### config.mk
export PLATFORM = sky130hd
export DESIGN_NAME = bicubic_col_accum
export DESIGN_NICKNAME = d
export VERILOG_FILES = /design/src/rtl/bicubic_pkg.sv /design/src/rtl/bicubic_round_clamp.sv /design/src/rtl/bicubic_col_accum.sv
export SDC_FILE = /design/constraint.sdc
export NUM_CORES = 1
export LEC_CHECK = 0
export ABC_CLOCK_PERIOD_IN_PS = 9000
export BUFFER_PORTS_ARGS = -buffer_cell sky130_fd_sc_hd__buf_2
export CELL_PAD_IN_SITES_DETAIL_PLACEMENT = 0
export CELL_PAD_IN_SITES_GLOBAL_PLACEMENT = 1
export CORE_MARGIN = 8
export CORE_UTILIZATION = 50
export CTS_BUF_LIST = sky130_fd_sc_hd__clkbuf_4 sky130_fd_sc_hd__clkbuf_8
export CTS_CLUSTER_SIZE = 8
export DETAILED_ROUTE_END_ITERATION = 8
export PLACE_DENSITY_LB_ADDON = 0.1
export SLEW_MARGIN = 10
export SYNTH_ARGS = -nofsm -noshare
export SYNTH_HDL_FRONTEND = slang
export SYNTH_SLANG_ARGS = --single-unit
### constraint.sdc
create_clock -name clk -period 9 [get_ports clk]
set_input_delay 1.35 -clock clk [delete_from_list [all_inputs] [get_ports clk]]
set_output_delay 1.35 -clock clk [all_outputs]
set_load 0.01 [all_outputs]
### src/rtl/bicubic_pkg.sv
// Shared constants for the bicubic interpolation datapath: vertical weight table,
// fixed-point fraction width and the column-accumulator FSM states.
package bicubic_pkg;

  localparam int FRAC_BITS = 14;

  // Vertical weight codes, Q1.7 signed: 0, +1.0, +0.5625, +0.25, +0.8125, +0.125, -0.0625, -0.09375
  localparam logic signed [8:0] COEF [0:7] = '{
    9'sd0, 9'sd128, 9'sd72, 9'sd32, 9'sd104, 9'sd16, -9'sd8, -9'sd12
  };

  typedef enum logic [1:0] {
    ST_ACCUM = 2'd0,
    ST_NORM  = 2'd1,
    ST_OUT   = 2'd2
  } col_state_e;

endpackage

### src/rtl/bicubic_round_clamp.sv
// Round-half-up of a signed fixed-point accumulator to an integer, clamped to 0..255.
// Purely combinational so the horizontal path can reuse it.
module bicubic_round_clamp #(
  parameter int ACC_WIDTH = 36,
  parameter int FRAC_BITS = 14
) (
  input  logic signed [ACC_WIDTH-1:0] acc_i,
  output logic        [7:0]           pixel_o
);

  localparam logic signed [ACC_WIDTH-1:0] RND_BIAS = ACC_WIDTH'(1) << (FRAC_BITS - 1);

  logic signed [ACC_WIDTH-1:0] rounded;
  logic signed [ACC_WIDTH-1:0] shifted;

  assign rounded = acc_i + RND_BIAS;
  assign shifted = rounded >>> FRAC_BITS;

  always_comb begin
    pixel_o = shifted[7:0];
    if (shifted[ACC_WIDTH-1]) begin
      pixel_o = 8'd0;
    end else if (|shifted[ACC_WIDTH-2:8]) begin
      pixel_o = 8'd255;
    end
  end

endmodule

### src/rtl/bicubic_col_accum.sv
// Vertical pass of the bicubic filter: weights four row products, sums them, then
// rounds/clamps to an 8-bit pixel held under valid/ready backpressure.
module bicubic_col_accum #(
  parameter int INTER_PRODUCT_WIDTH = 24,
  parameter int ACC_WIDTH           = 36,
  parameter int FRAC_BITS           = bicubic_pkg::FRAC_BITS
) (
  input  logic                           clk,
  input  logic                           rst,
  input  logic                           s_valid,
  output logic                           s_ready,
  input  logic [INTER_PRODUCT_WIDTH-1:0] s_row_sum,
  input  logic [2:0]                     s_vweight,
  output logic                           m_valid,
  input  logic                           m_ready,
  output logic [7:0]                     m_pixel
);

  import bicubic_pkg::*;

  col_state_e                  state_q, state_d;
  logic [1:0]                  cnt_q, cnt_d;
  logic signed [ACC_WIDTH-1:0] acc_q, acc_d;
  logic [7:0]                  pix_q, pix_d;
  logic                        m_valid_q, m_valid_d;
  logic                        s_ready_q, s_ready_d;

  logic signed [ACC_WIDTH-1:0] row_ext;
  logic signed [ACC_WIDTH-1:0] coef_ext;
  logic signed [ACC_WIDTH-1:0] prod;
  logic signed [ACC_WIDTH-1:0] acc_base;
  logic [7:0]                  norm_pix;
  logic                        in_fire;
  logic                        out_fire;

  assign row_ext  = {{(ACC_WIDTH-INTER_PRODUCT_WIDTH){s_row_sum[INTER_PRODUCT_WIDTH-1]}}, s_row_sum};
  assign coef_ext = {{(ACC_WIDTH-9){COEF[s_vweight][8]}}, COEF[s_vweight]};
  assign prod     = row_ext * coef_ext;
  // The first row of a window starts a fresh sum, so no separate clear cycle is needed.
  assign acc_base = (cnt_q == 2'd0) ? '0 : acc_q;

  assign in_fire  = s_valid && s_ready_q;
  assign out_fire = m_valid_q && m_ready;

  bicubic_round_clamp #(
    .ACC_WIDTH (ACC_WIDTH),
    .FRAC_BITS (FRAC_BITS)
  ) u_round_clamp (
    .acc_i   (acc_q),
    .pixel_o (norm_pix)
  );

  always_comb begin
    state_d   = state_q;
    cnt_d     = cnt_q;
    acc_d     = acc_q;
    pix_d     = pix_q;
    m_valid_d = m_valid_q;
    s_ready_d = s_ready_q;
    case (state_q)
      ST_ACCUM: begin
        if (in_fire) begin
          acc_d = acc_base + prod;
          cnt_d = cnt_q + 2'd1;
          if (cnt_q == 2'd3) begin
            state_d   = ST_NORM;
            s_ready_d = 1'b0;
          end
        end
      end
      ST_NORM: begin
        pix_d     = norm_pix;
        m_valid_d = 1'b1;
        state_d   = ST_OUT;
      end
      ST_OUT: begin
        if (out_fire) begin
          m_valid_d = 1'b0;
          s_ready_d = 1'b1;
          state_d   = ST_ACCUM;
        end
      end
      default: begin
        state_d   = ST_ACCUM;
        cnt_d     = 2'd0;
        m_valid_d = 1'b0;
        s_ready_d = 1'b1;
      end
    endcase
  end

  always_ff @(posedge clk) begin
    if (rst) begin
      state_q   <= ST_ACCUM;
      cnt_q     <= 2'd0;
      acc_q     <= '0;
      pix_q     <= 8'd0;
      m_valid_q <= 1'b0;
      s_ready_q <= 1'b1;
    end else begin
      state_q   <= state_d;
      cnt_q     <= cnt_d;
      acc_q     <= acc_d;
      pix_q     <= pix_d;
      m_valid_q <= m_valid_d;
      s_ready_q <= s_ready_d;
    end
  end

  assign s_ready = s_ready_q;
  assign m_valid = m_valid_q;
  assign m_pixel = pix_q;

endmodule

# After elaboration in Yosys (flattened, before gate mapping)
# Memory sizes are Yosys's and may differ from the RTL's.
# Index checks and enable logic that the tools add are counted.
[word_totals]
ff_bits = 50
mem_bits_ro = 72
output_inout_bits = 10
word_cells = 50
memories = 1
[memory_table]
columns = ["memory", "depth", "word_bits", "read_ports", "rd_clocked_by_memory_dff", "wr", "line_no", "source"]
rows = [
  ["(no name shown)", 8, 9, 1, 0, 0, "bicubic_col_accum.sv:37", "assign coef_ext = {{(ACC_WIDTH-9){COEF[s_vweight][8]}}, COEF[s_vweight]};"],
]
[op_classes]
n_addsub = 3
n_mul = 1
magnitude_cmp = 1
eq_ne = 6
muxes = 17
bitwise = 4
n_reduce_logical = 11
[ops]
columns = ["cell", "n"]
rows = [
  ["$add 36x15->36 const B", 1],
  ["$add 36x33->36", 1],
  ["$mux 36", 1],
  ["$mul 24x9->33", 1],
  ["$mux 9", 2],
  ["$mux 8", 2],
  ["$reduce_or 14->1", 1],
  ["$mux 2", 4],
  ["$ne 2x2->1 const B", 3],
  ["$pmux 1 s3", 2],
  ["$pmux 2 s3", 1],
  ["$reduce_and 2->1", 3],
  ["$eq 2x2->1 const B", 2],
  ["$ge 4x4->1 const B", 1],
  ["$logic_not 2->1", 2],
  ["$mux 1", 4],
  ["$not 3->4", 1],
  ["$pmux 2 s2", 1],
  ["$reduce_and 4->1", 1],
  ["$not 1->1", 3],
  ["$reduce_and 3->1", 1],
  ["$add 2x1->2 const B", 1],
  ["$eq 2x1->1 const B", 1],
  ["$logic_and 1x1->1", 2],
  ["$reduce_or 2->1", 1],
]

# Longest topological paths before layout
# Gate-level depths: netlist of run 1.
[logic_depth]
ltp_word = 6
ltp_mapped = 24
depth_no_buf = 23

# By module
# From an unflattened synthesis of run 1, not the netlist that was laid out.
[hier_totals]
hier_cells = 1206
area_unflattened_um2 = 10338.7
[modules_own_cells]
columns = ["module", "n_inst", "cells_per_inst", "area_per_inst_um2"]
rows = [
  ["bicubic_col_accum", 1, 1126, 9775.6],
  ["bicubic_round_clamp", 1, 80, 563.0],
]

# Least setup slack after synthesis of run 1
# Ideal clock, no wire load.
[synth_path]
path_type = "input to register"
from = "input port s_vweight[0]"
to = "register acc_q[29]"
setup_ns = 0.117
arrival_ns = 6.851
t_required_ns = 8.883
path_slack_ns = 2.032
stages = 22
path_cell_list = "clkbuf_1 > a21oi_1 > clkbuf_1 > nand2b_1 > fa_1 > fa_1 > inv_1 > fa_1 > fa_1 > inv_1 > fa_1 > inv_1 > ha_1 > a21oi_1 > nand2_1 > o211a_1 > o31ai_4 > o21ai_2 > a311oi_2 > o31ai_1 > xnor2_1 > o21ai_1"
[synth_between]
elab_chain_len = 6
[synth_rtl]
columns = ["element", "line_no", "source"]
rows = [
  ["from (decl)", "bicubic_col_accum.sv:13", "input logic [2:0] s_vweight,"],
  ["$not 3->4 (implied by the code)", "bicubic_col_accum.sv:37", ""],
  ["$mem_v2 8x9", "--", ""],
  ["$mux 9 (implied by the code) (2 in series)", "bicubic_col_accum.sv:37", ""],
  ["$mul 24x9->33", "bicubic_col_accum.sv:38", "assign prod = row_ext * coef_ext;"],
  ["$add 36x33->36", "bicubic_col_accum.sv:63", "acc_d = acc_base + prod;"],
  ["to (signal assigned)", "bicubic_col_accum.sv:96", "acc_q <= '0;"],
  ["to (signal assigned)", "bicubic_col_accum.sv:103", "acc_q <= acc_d;"],
  ["to (decl)", "bicubic_col_accum.sv:23", "logic signed [ACC_WIDTH-1:0] acc_q, acc_d;"],
]
# No other way between the ends. The select of a mux whose other input is x is not followed.
# A chain may end at the register's enable or synchronous reset.

# Worst setup path in the final report of run 1
[layout_path]
from = "input port s_vweight[1]"
to = "register acc_q[22]"
# Same word-level chain as after synthesis.

==> results of run 1 <==
-- worst min-delay path: cells and delay by family (launching register included) --
kind | cells | cell delay (ns)
AOI/OAI and AO/OA | 1 | 0.05
DFF | 1 | 0.31
and+or+nand+nor | 1 | 0.05
-- metal layers --
metal	track usage [%]	vias to the layer above	share of wire (%)
met4	4.81	0	2.0
met1	22.4	3766	41
li1	-	3759	-
met3	1.26	29	1.1
met2	37.8	63	56
met5	0	-	0
-- cell type report --
type / count / area [µm²] / share of cell area (%)
Timing Repair Buffer: 49 / 268 / 2.53
Multi-Input combinational cell: 871 / 8120 / 76.7
Tap cell: 270 / 338 / 3.19
Clock inverter: 1 / 5.00 / 0.0473
Clock buffer: 6 / 76.3 / 0.721
Sequential cell: 48 / 961 / 9.08
Inverter: 217 / 815 / 7.69
-- flip-flops by register name, indices dropped and copies added (netlist names) --
name and cells:
cnt_q 2, acc_q 34, s_ready 1, m_pixel 8
m_valid 1, state_q 2
-- cell families after synthesis --
family | share of synthesized area (%)
AOI/OAI and AO/OA | 10.7
xor gates and xnor gates | 2.87
buffers and inverters | 9.82
DFF | 9.54
muxes | 0.410
and+or+nand+nor | 21.6
adders and majority gates | 45.0
-- path summary, 6_finish.rpt --
check / start / endpoint / slack [ns]
setup reg to reg: cnt_q[0] / acc_q[29] / 3.99
setup / recovery: s_vweight[1] / acc_q[22] / 1.48
hold / removal: acc_q[11] / acc_q[11] / 0.45
hold reg to reg: acc_q[11] / acc_q[11] / 0.45
-- cell usage in the layout, fill, tap and decap left out, types with 8 or more instances in the layout --
cell,Yosys,layout
buf_4,0,9
and2_1,84,84
xnor2_1,24,24
nor2_1,62,62
ha_1,106,106
a22o_1,8,8
nand2_1,101,101
xor2_1,9,9
nor3_1,14,14
inv_1,217,217
nand2b_1,9,9
nor2b_1,54,54
nand3_1,17,17
and3_1,33,33
buf_2,0,40
a21o_1,16,16
a21oi_1,61,60
dfxtp_1,48,48
o21ai_0,12,11
fa_1,160,160
-- stage by stage --
step	power (mW)	instance area (µm²)	utilization, %	setup WS [ns]	std cells
final	2.44	10600	53.0	1.48	1462
after global routing	2.76	10600	53.0	1.06	1462
after CTS	2.47	10600	53.0	1.52	1462
after detailed placement	2.33	10500	52.6	1.20	1455
after global placement	2.32	10500	52.6	1.29	1455
after floorplan	1.89	10100	-	2.03	1178
-- synthesized netlist by cell type, drive strengths merged, types with 7 or more instances --
cell type / n / area (µm²)
xor2: 9 / 78.8
a21oi: 61 / 305
inv: 217 / 815
a21o: 16 / 120
a31oi: 7 / 43.8
xnor2: 24 / 210
and3: 36 / 236
and2: 84 / 526
ha: 106 / 1330
nand3: 19 / 105
nand2: 101 / 379
a22o: 8 / 70.1
o21ai: 21 / 120
fa: 160 / 3200
nor2: 62 / 233
dfxtp: 48 / 961
clkbuf: 36 / 136
nor2b: 54 / 338
nand4: 7 / 43.8
nand2b: 9 / 56.3
nor3: 16 / 96.4
or3: 7 / 43.8
-- report_power, final --
group | total, mW | switching, mW | internal [mW]
logic | 1.97 | 1.14 | 0.830
clock network | 0.131 | 0.0746 | 0.0561
registers | 0.332 | 0.0709 | 0.261
==> impl_metrics.yaml, run 1 <==
global_route:
  first_global_vias: 8189
  grt_max_degree: 43
  grt_pass1_wl_um: 38800
  track_usage_pct: 19.4
  antenna_found_initial: 0
  gr-total-overflow: 0
clock_tree:
  tritoncts: "yes"
  clockBufferDepth: 2
  cts.root.buffer_cell: "clkbuf_8"
  htreeDepth: 2
  clk_pin_slew_ns: 0.09
  cts_resized: 0
  post_cts_buffers: 0
  ctsHoldBuffers: 0
  cts_buffers: 5
  clock-sinks: 48
  clk_latency_ns: 0.31
worst_setup_path:
  crit_path_max_fanout: 23
  crit_buf_inv: 5
  crit_cells: 23
  worstPathRequired_ns: 9.24
  cpMostUsedCell: "fa_1"
  path_cells: "buf_2 > nand2_1 > buf_4 > inv_1 > a21oi_2 > nor2b_1 > fa_1 > fa_1 > fa_1 > inv_1 > fa_1 > fa_1 > inv_1 > ha_1 > a211o_1 > o32a_1 > and3_1 > a21boi_2 > o21ai_0 > a31oi_1 > xnor2_1 > nand2_1 > a21oi_1"
  cp_top_family: "adder cells"
  cp-start-kind: "primary input"
  end_kind: "flip-flop"
  critPathKind: "in -> reg"
  worst_r2r_path_depth: 19
  cp.arrival_ns: 7.75
  max_stage_delay_ns: 0.66
  slowest_stage: "a21oi_2"
route:
  drt_iter0_markers: 331
  dr.pass1.iters: 4
  drc: 0
  wl_per_cell_um: 15.6
  ant_nets: 0
  vias: 7617
  avgViaCountPerCell: 5.21
  wirelength_um: 22800
synth:
  yosysWarnings: 0
  ys_seq_area_share_pct: 9.54
  ys_types: 70
  synth_nets: 1475
  avgSynthCellArea_um2: 8.55
  synth_edf_count: 0
  synthCells: 1178
  netlist_area_um2: 10100
  synthFlopType: "dfxtp_1"
  async_flop_share_pct: 0
  synth_seq_cells: 48
timing:
  setup_violations: 0
  tightest_slew_ns: 0.877
  min_period_ns: 7.52
  worst_hold_slack_ns: 0.450
  final_max_slew_viol_count: 0
  finalCritPeriodShare_pct: 83.5
  finClkSkew_ns: 0.00577
  rsz0062_at_grt: "no"
  max_slew_margin_pct: 41.6
  max_clock_freq_mhz: 133
  fin_tns_setup_ns: 0
  finalHoldViolations: 0
floorplan:
  coreArea_um2: 20000
  die_w_um: 158
  start_util_pct: 50.4
  die_area_um2: 24900
  die_y_um: 158
  core.rowCount: 52
  io_pins: 41
job:
  cap_violations: 0
layout:
  insertedDiodeCount: 0
  synthToLayoutAreaGrowth_pct: 5.13
  drive_above_1_share_pct: 6.71
  fillers: 2015
  nets: 1489
status:
  outcome: "finished, final reports clean"
place:
  dp_hpwl_um: 19000
  placement.io_buffers: 40
  routabilityCongestion: 0.821
pwr:
  power_leakage_nw: 5.34
  p_per_area_nw_per_um2: 230
  vdd_drop_max_v: 0.000120
hold_path:
  hp-class: "reg -> reg"
  min_delay_path_depth: 2
No activity file was read; power rests on OpenSTA's default activity.
==> inputs of run 2 (changes only) <==
--- a/config.mk
+++ b/config.mk
@@ -5,12 +5,13 @@
 export SDC_FILE = /design/constraint.sdc
 export NUM_CORES = 1
 export LEC_CHECK = 0
-export ABC_CLOCK_PERIOD_IN_PS = 9000
+export ABC_AREA = 1
+export ABC_CLOCK_PERIOD_IN_PS = 6100
 export BUFFER_PORTS_ARGS = -buffer_cell sky130_fd_sc_hd__buf_2
 export CELL_PAD_IN_SITES_DETAIL_PLACEMENT = 0
 export CELL_PAD_IN_SITES_GLOBAL_PLACEMENT = 1
 export CORE_MARGIN = 8
-export CORE_UTILIZATION = 50
+export CORE_UTILIZATION = 44
 export CTS_BUF_LIST = sky130_fd_sc_hd__clkbuf_4 sky130_fd_sc_hd__clkbuf_8
 export CTS_CLUSTER_SIZE = 8
 export DETAILED_ROUTE_END_ITERATION = 8
==> constraint.sdc (replaced) <==
create_clock -name clk -period 6.1 [get_ports clk]
set_input_delay 0.915 -clock clk [delete_from_list [all_inputs] [get_ports clk]]
set_output_delay 0.915 -clock clk [all_outputs]
set_load 0.01 [all_outputs]
==> impl_metrics.yaml, run 2 <==
status:
  outcome: "finished, final reports clean"
synth:
  synth_compound_area_share_pct: 8.46
  ys_types: 35
  synthXorXnorAreaFrac_pct: 2.91
  synth_mux_area_share_pct: 0
  synthTopCellsByArea: "fa_1 (31%), ha_1 (13%), inv_1 (12%), nor2_1 (9.5%), dfxtp_1 (9.4%)"
  synth_nets: 1712
  synth_seq_cells: 48
  yosysMostFrequentCell: "inv_1"
  ys_top_cells_by_count: "inv_1 (333), nor2_1 (259), nand2_1 (202), fa_1 (160), ha_1 (106)"
  synthSimpleGateAreaFrac_pct: 21.6
  synth_edf_count: 0
  synthFlopType: "dfxtp_1"
  synth_top_family_by_area: "adder cells"
  yosysWarnings: 0
  netlist.top_cell.by_area: "fa_1"
  avgSynthCellArea_um2: 7.22
  synthAdderAreaFrac_pct: 44.3
  synth.top_cell.area_share_pct: 31.3
  async_flop_share_pct: 0
  ys_seq_area_share_pct: 9.40
  netlist_area_um2: 10200
  synthCells: 1415
place:
  dpl_cell_area_um2: 11500
  dp_hpwl_um: 24300
  routabilityCongestion: 0.900
  placement.io_buffers: 40
  dp_slack_ns: -0.329
  place_inst: 1821
worst_setup_path:
  cpMostUsedCell: "fa_1"
  cp.arrival_ns: 6.09
  cp-start-kind: "primary input"
  rr_startpoint: "cnt_q[0]"
  ff2ff_setup_slack_ns: 1.63
  r2r-end: "acc_q[32]"
  critPathKind: "in -> reg"
  slowest_stage: "fa_1"
  max_stage_delay_ns: 0.56
  end_kind: "flip-flop"
  crit_path_max_fanout: 12
  worstPathRequired_ns: 6.31
  worst_r2r_path_depth: 21
  startpoint: "s_vweight[1]"
timing:
  finClkSkew_ns: 0.00823
  fin_tns_setup_ns: 0
  worst_hold_slack_ns: 0.459
  fin_ws_ns: 0.219
  max_clock_freq_mhz: 170
  min_period_ns: 5.88
  tightest_slew_ns: 0.792
  setup_violations: 0
  max_slew_margin_pct: 47.2
  finalHoldViolations: 0
  final_max_slew_viol_count: 0
  finalCritPeriodShare_pct: 96.4
layout:
  largest_reg_flops: 34
  multi_input_area_um2: 7980
  regArea_um2: 961
  largest-register: "acc_q"
  final_util_pct: 51.8
  synthToLayoutAreaGrowth_pct: 15.2
  drive_above_1_share_pct: 12.7
  insertedDiodeCount: 0
  layout.cells.non_filler: 1830
  nets: 1841
  fillers: 2321
  postLayoutCellArea_um2: 11800
  layout_common_cells: "inv_1 (332), nor2_1 (252), nand2_1 (199)"
  final_common_cell: "inv_1"
clock_tree:
  htreeDepth: 2
  clk_latency_ns: 0.31
  clockBufferDepth: 2
  cts.root.buffer_cell: "clkbuf_8"
  clk_pin_slew_ns: 0.10
  tritoncts: "yes"
  cts_buffers: 5
  clock-sinks: 48
route:
  dr.pass1.iters: 5
  avgViaCountPerCell: 4.99
  wl_per_cell_um: 15.2
  drc: 0
  wirelength_um: 27800
  vias: 9140
  ant_nets: 0
  drt_iter0_markers: 460
floorplan:
  die_w_um: 168
  start_util_pct: 45.0
  die_area_um2: 28400
  io_pins: 41
  core.rowCount: 55
  coreArea_um2: 22700
  die_y_um: 168
pwr:
  pwr-share-clk_pct: 5.2
  total_power_mw: 5.59
  p_per_area_nw_per_um2: 475
  switching_share_pct: 53.0
  p_comb_share_pct: 85.7
  p_sw_mw: 2.97
  vdd_drop_max_v: 0.000255
  seqPwrFrac_pct: 9.1
  intPower_mw: 2.63
  power_leakage_nw: 6.29
hold_path:
  min_delay_path_depth: 2
  hold_start: "acc_q[2]"
  hp-class: "reg -> reg"
  hold_end: "acc_q[2]"
global_route:
  grt_max_degree: 49
  track_usage_pct: 20.7
  gr-total-overflow: 0
  antenna_found_initial: 0
  grt_pass1_wl_um: 47300
  first_global_vias: 9476
job:
  cap_violations: 0
run 2: changes by cell type after synthesis, moves of 11 or more:
| cell | before | now |
|---|---|---|
| nor2_1 | 62 | 259 |
| inv_1 | 217 | 333 |
| nand2_1 | 101 | 202 |
| and2_1 | 84 | 1 |
| nor2b_1 | 54 | 0 |
| o21ai_0 | 12 | 48 |
| and3_1 | 33 | 0 |
| nand3_1 | 17 | 48 |
| a21oi_1 | 61 | 87 |
| xor2_1 | 9 | 26 |
| xnor2_1 | 24 | 8 |
| a21o_1 | 16 | 5 |
run 2: kinds of logic (layout without fill, tap and decap cells):
logic type / count (synthesis) / count (layout)
xor gates and xnor gates: 34 / 34
AOI/OAI and AO/OA: 160 / 160
buffers and inverters: 363 / 493
adders and majority gates: 266 / 266
DFF: 48 / 48
and+or+nand+nor: 544 / 544
run 2: per-layer routing:
metal | part of all wire, % | global-route usage [%] | vias up
met5 | 0 | 0 | -
met4 | 2.2 | 4.31 | 0
met3 | 4.7 | 2.99 | 38
met2 | 50 | 37.2 | 177
met1 | 43 | 25.9 | 4403
li1 | - | - | 4522
run 2: repair_timing:
item	4_1_cts	5_1_grt
setup endpoints to repair	1	20
hold buffers	0	0
hold endpoints to repair	0	0
setup buffers	0	1
pin swaps	0	2
gates resized for setup	1	25
run 2: worst max-delay path by stage:
stage	slack [ns]	to	cells after the start
after global routing	-0.03	acc_q[29]	23
after CTS	0.02	acc_q[29]	25
after detailed placement	-0.33	acc_q[23]	24
final	0.22	acc_q[31]	25
after floorplan	0.14	acc_q[25]	23
after global placement	-0.28	acc_q[23]	24
run 2: power groups by stage:
| stage | registers, mW | logic [mW] | clock network, mW |
|---|---|---|---|
| final | 0.509 | 4.79 | 0.292 |
| after global routing | 0.525 | 5.48 | 0.312 |
| after CTS | 0.510 | 4.77 | 0.299 |
| after detailed placement | 0.518 | 4.74 | 0 |
| after global placement | 0.517 | 4.70 | 0 |
| after floorplan | 0.492 | 2.95 | 0 |
run 2: area by class of cell:
| type | instances | share of cell area (%) |
|---|---|---|
| sequential | 48 | 8.16 |
| clock inverter | 3 | 0.585 |
| inverter | 335 | 10.7 |
| tap | 285 | 3.03 |
| clock buffer | 5 | 0.585 |
| multi-input combinational | 1004 | 67.8 |
| timing repair buffer | 150 | 9.14 |
run 2: worst max-delay path, delay by kind of cell:
family	cells	cell delay, ns
AOI/OAI and AO/OA	1	0.25
adders and majority gates	6	2.80
buffers and inverters	8	0.92
and+or+nand+nor	10	1.18
==> inputs of run 3 (changes only) <==
--- a/config.mk
+++ b/config.mk
@@ -6,12 +6,12 @@
 export NUM_CORES = 1
 export LEC_CHECK = 0
 export ABC_AREA = 1
-export ABC_CLOCK_PERIOD_IN_PS = 6100
+export ABC_CLOCK_PERIOD_IN_PS = 5900
 export BUFFER_PORTS_ARGS = -buffer_cell sky130_fd_sc_hd__buf_2
 export CELL_PAD_IN_SITES_DETAIL_PLACEMENT = 0
 export CELL_PAD_IN_SITES_GLOBAL_PLACEMENT = 1
 export CORE_MARGIN = 8
-export CORE_UTILIZATION = 44
+export CORE_UTILIZATION = 49
 export CTS_BUF_LIST = sky130_fd_sc_hd__clkbuf_4 sky130_fd_sc_hd__clkbuf_8
 export CTS_CLUSTER_SIZE = 8
 export DETAILED_ROUTE_END_ITERATION = 8
==> constraint.sdc (replaced) <==
create_clock -name clk -period 5.9 [get_ports clk]
set_input_delay 0.885 -clock clk [delete_from_list [all_inputs] [get_ports clk]]
set_output_delay 0.885 -clock clk [all_outputs]
set_load 0.01 [all_outputs]
==> impl_metrics.yaml, run 3 (synthesized netlist as in run 2, its figures left out) <==
status:
  outcome: "finished, final reports clean"
pwr:
  power_leakage_nw: 6.41
  p_per_area_nw_per_um2: 499
  total_power_mw: 6.02
  vdd_drop_max_v: 0.000329
floorplan:
  die_area_um2: 25700
  io_pins: 41
  die_w_um: 160
  core.rowCount: 53
  die_y_um: 160
  start_util_pct: 49.2
  coreArea_um2: 20800
hold_path:
  hp-class: "reg -> reg"
  min_delay_path_depth: 2
clock_tree:
  cts_buffers: 5
  clock-sinks: 48
  htreeDepth: 2
  cts.root.buffer_cell: "clkbuf_8"
  ctsHoldBuffers: 0
  clk_latency_ns: 0.32
  tritoncts: "yes"
  clk_pin_slew_ns: 0.10
  clockBufferDepth: 2
layout:
  synthToLayoutAreaGrowth_pct: 18.1
  nets: 1862
  fillers: 2110
  layout.cells.non_filler: 1841
  layout_common_cells: "inv_1 (331), nor2_1 (241), nand2_1 (198)"
  insertedDiodeCount: 0
  drive_above_1_share_pct: 15.4
  final_common_cell: "inv_1"
  largest-register: "acc_q"
  largest_reg_flops: 34
job:
  cap_violations: 0
global_route:
  track_usage_pct: 21.8
  gr-total-overflow: 0
  grt_pass1_wl_um: 45600
  antenna_found_initial: 0
  first_global_vias: 9409
  grt_max_degree: 49
timing:
  rsz0062_at_grt: "yes"
  fin_ws_ns: 0.154
  min_period_ns: 5.75
  finalHoldViolations: 0
  finalCritPeriodShare_pct: 97.4
  finClkSkew_ns: 0.00756
  final_max_slew_viol_count: 0
  max_clock_freq_mhz: 174
  worst_hold_slack_ns: 0.460
  max_slew_margin_pct: 49.2
  setup_violations: 0
  tightest_slew_ns: 0.762
place:
  place_inst: 1828
  routabilityCongestion: 0.961
  dp_slack_ns: -0.396
  placement.io_buffers: 40
  dp_hpwl_um: 23800
route:
  dr.pass1.iters: 6
  wl_per_cell_um: 14.9
  ant_nets: 0
  wirelength_um: 27300
  drt_iter0_markers: 466
  drc: 0
  vias: 9169
  avgViaCountPerCell: 4.98
worst_setup_path:
  cp.arrival_ns: 5.96
  worst_r2r_path_depth: 20
  end_kind: "flip-flop"
  critPathKind: "in -> reg"
  worstPathRequired_ns: 6.11
  cp-start-kind: "primary input"
  crit_path_max_fanout: 8
[run 3: cell count changes in the layout (fill, tap and decap cells not counted), moves of 3 or more]
| cell | delta |
|---|---|
| buf_4 | +18 |
| nor2_1 | -11 |
| a21oi_1 | -8 |
| a21oi_2 | +8 |
| nor2_2 | +8 |
| o21ai_0 | -5 |
| o21ai_1 | +5 |
| ha_4 | +3 |
| nor2_4 | +3 |
[run 3: routing by layer]
layer / global-route usage, % / up-vias / wire length, µm
li1: - / 4561 / -
met1: 26.9 / 4400 / 11900
met2: 39.4 / 177 / 13600
met3: 3.35 / 31 / 1320
met4: 4.38 / 0 / 529
met5: 0 / - / 0
[run 3: what timing repair did]
item	4_1_cts	5_1_grt
endpoints found under the setup margin	3	22
cloned	0	1
resized for setup	1	57
pin swaps	0	10
buffers inserted	0	4
[run 3: path summary, 6_finish.rpt]
path                 from         to  slack [ns]
min reg2reg      acc_q[3]   acc_q[3]        0.46
max reg2reg      cnt_q[0]  acc_q[31]        1.70
min              acc_q[3]   acc_q[3]        0.46
max          s_vweight[1]  acc_q[29]        0.15
[run 3: worst max-delay path: stages]
cell      delay (ns)
buf_2           0.13
nand2_1         0.09
inv_2           0.07
a21oi_4         0.16
buf_12          0.14
buf_12          0.11
buf_4           0.15
nor2_1          0.06
fa_1            0.54
fa_1            0.44
fa_1            0.49
inv_1           0.05
fa_1            0.47
fa_1            0.55
inv_1           0.04
ha_1            0.31
nand2_1         0.10
buf_4           0.15
nor2_1          0.13
inv_1           0.09
nor4_1          0.24
nand2_1         0.10
o211ai_1        0.15
nor2_1          0.07
o21ai_1         0.17
inv_1           0.05
[run 3: final cells by class]
type	instances	area, µm²	share of cell area, %
Timing Repair Buffer	171	1280	10.6
Clock buffer	5	68.8	0.570
Tap cell	275	344	2.85
Clock inverter	3	68.8	0.570
Multi-Input combinational cell	1004	8090	67.1
Sequential cell	48	961	7.96
Inverter	335	1260	10.4
[run 3: stage by stage]
stage	utilization, %	area, µm²	TNS, ns
2_1_floorplan	-	10200	0
3_3_place_gp	56.2	11700	-3.39
3_5_place_dp	56.2	11700	-4.50
4_1_cts	56.9	11800	0
5_1_grt	58.1	12100	-0.255
6_report	58.1	12100	0
[run 3: power breakdown]
group | internal [mW] | total (mW) | switching [mW]
registers | 0.435 | 0.529 | 0.0931
logic | 2.27 | 5.19 | 2.92
clock network | 0.171 | 0.300 | 0.130
total | 2.87 | 6.02 | 3.14
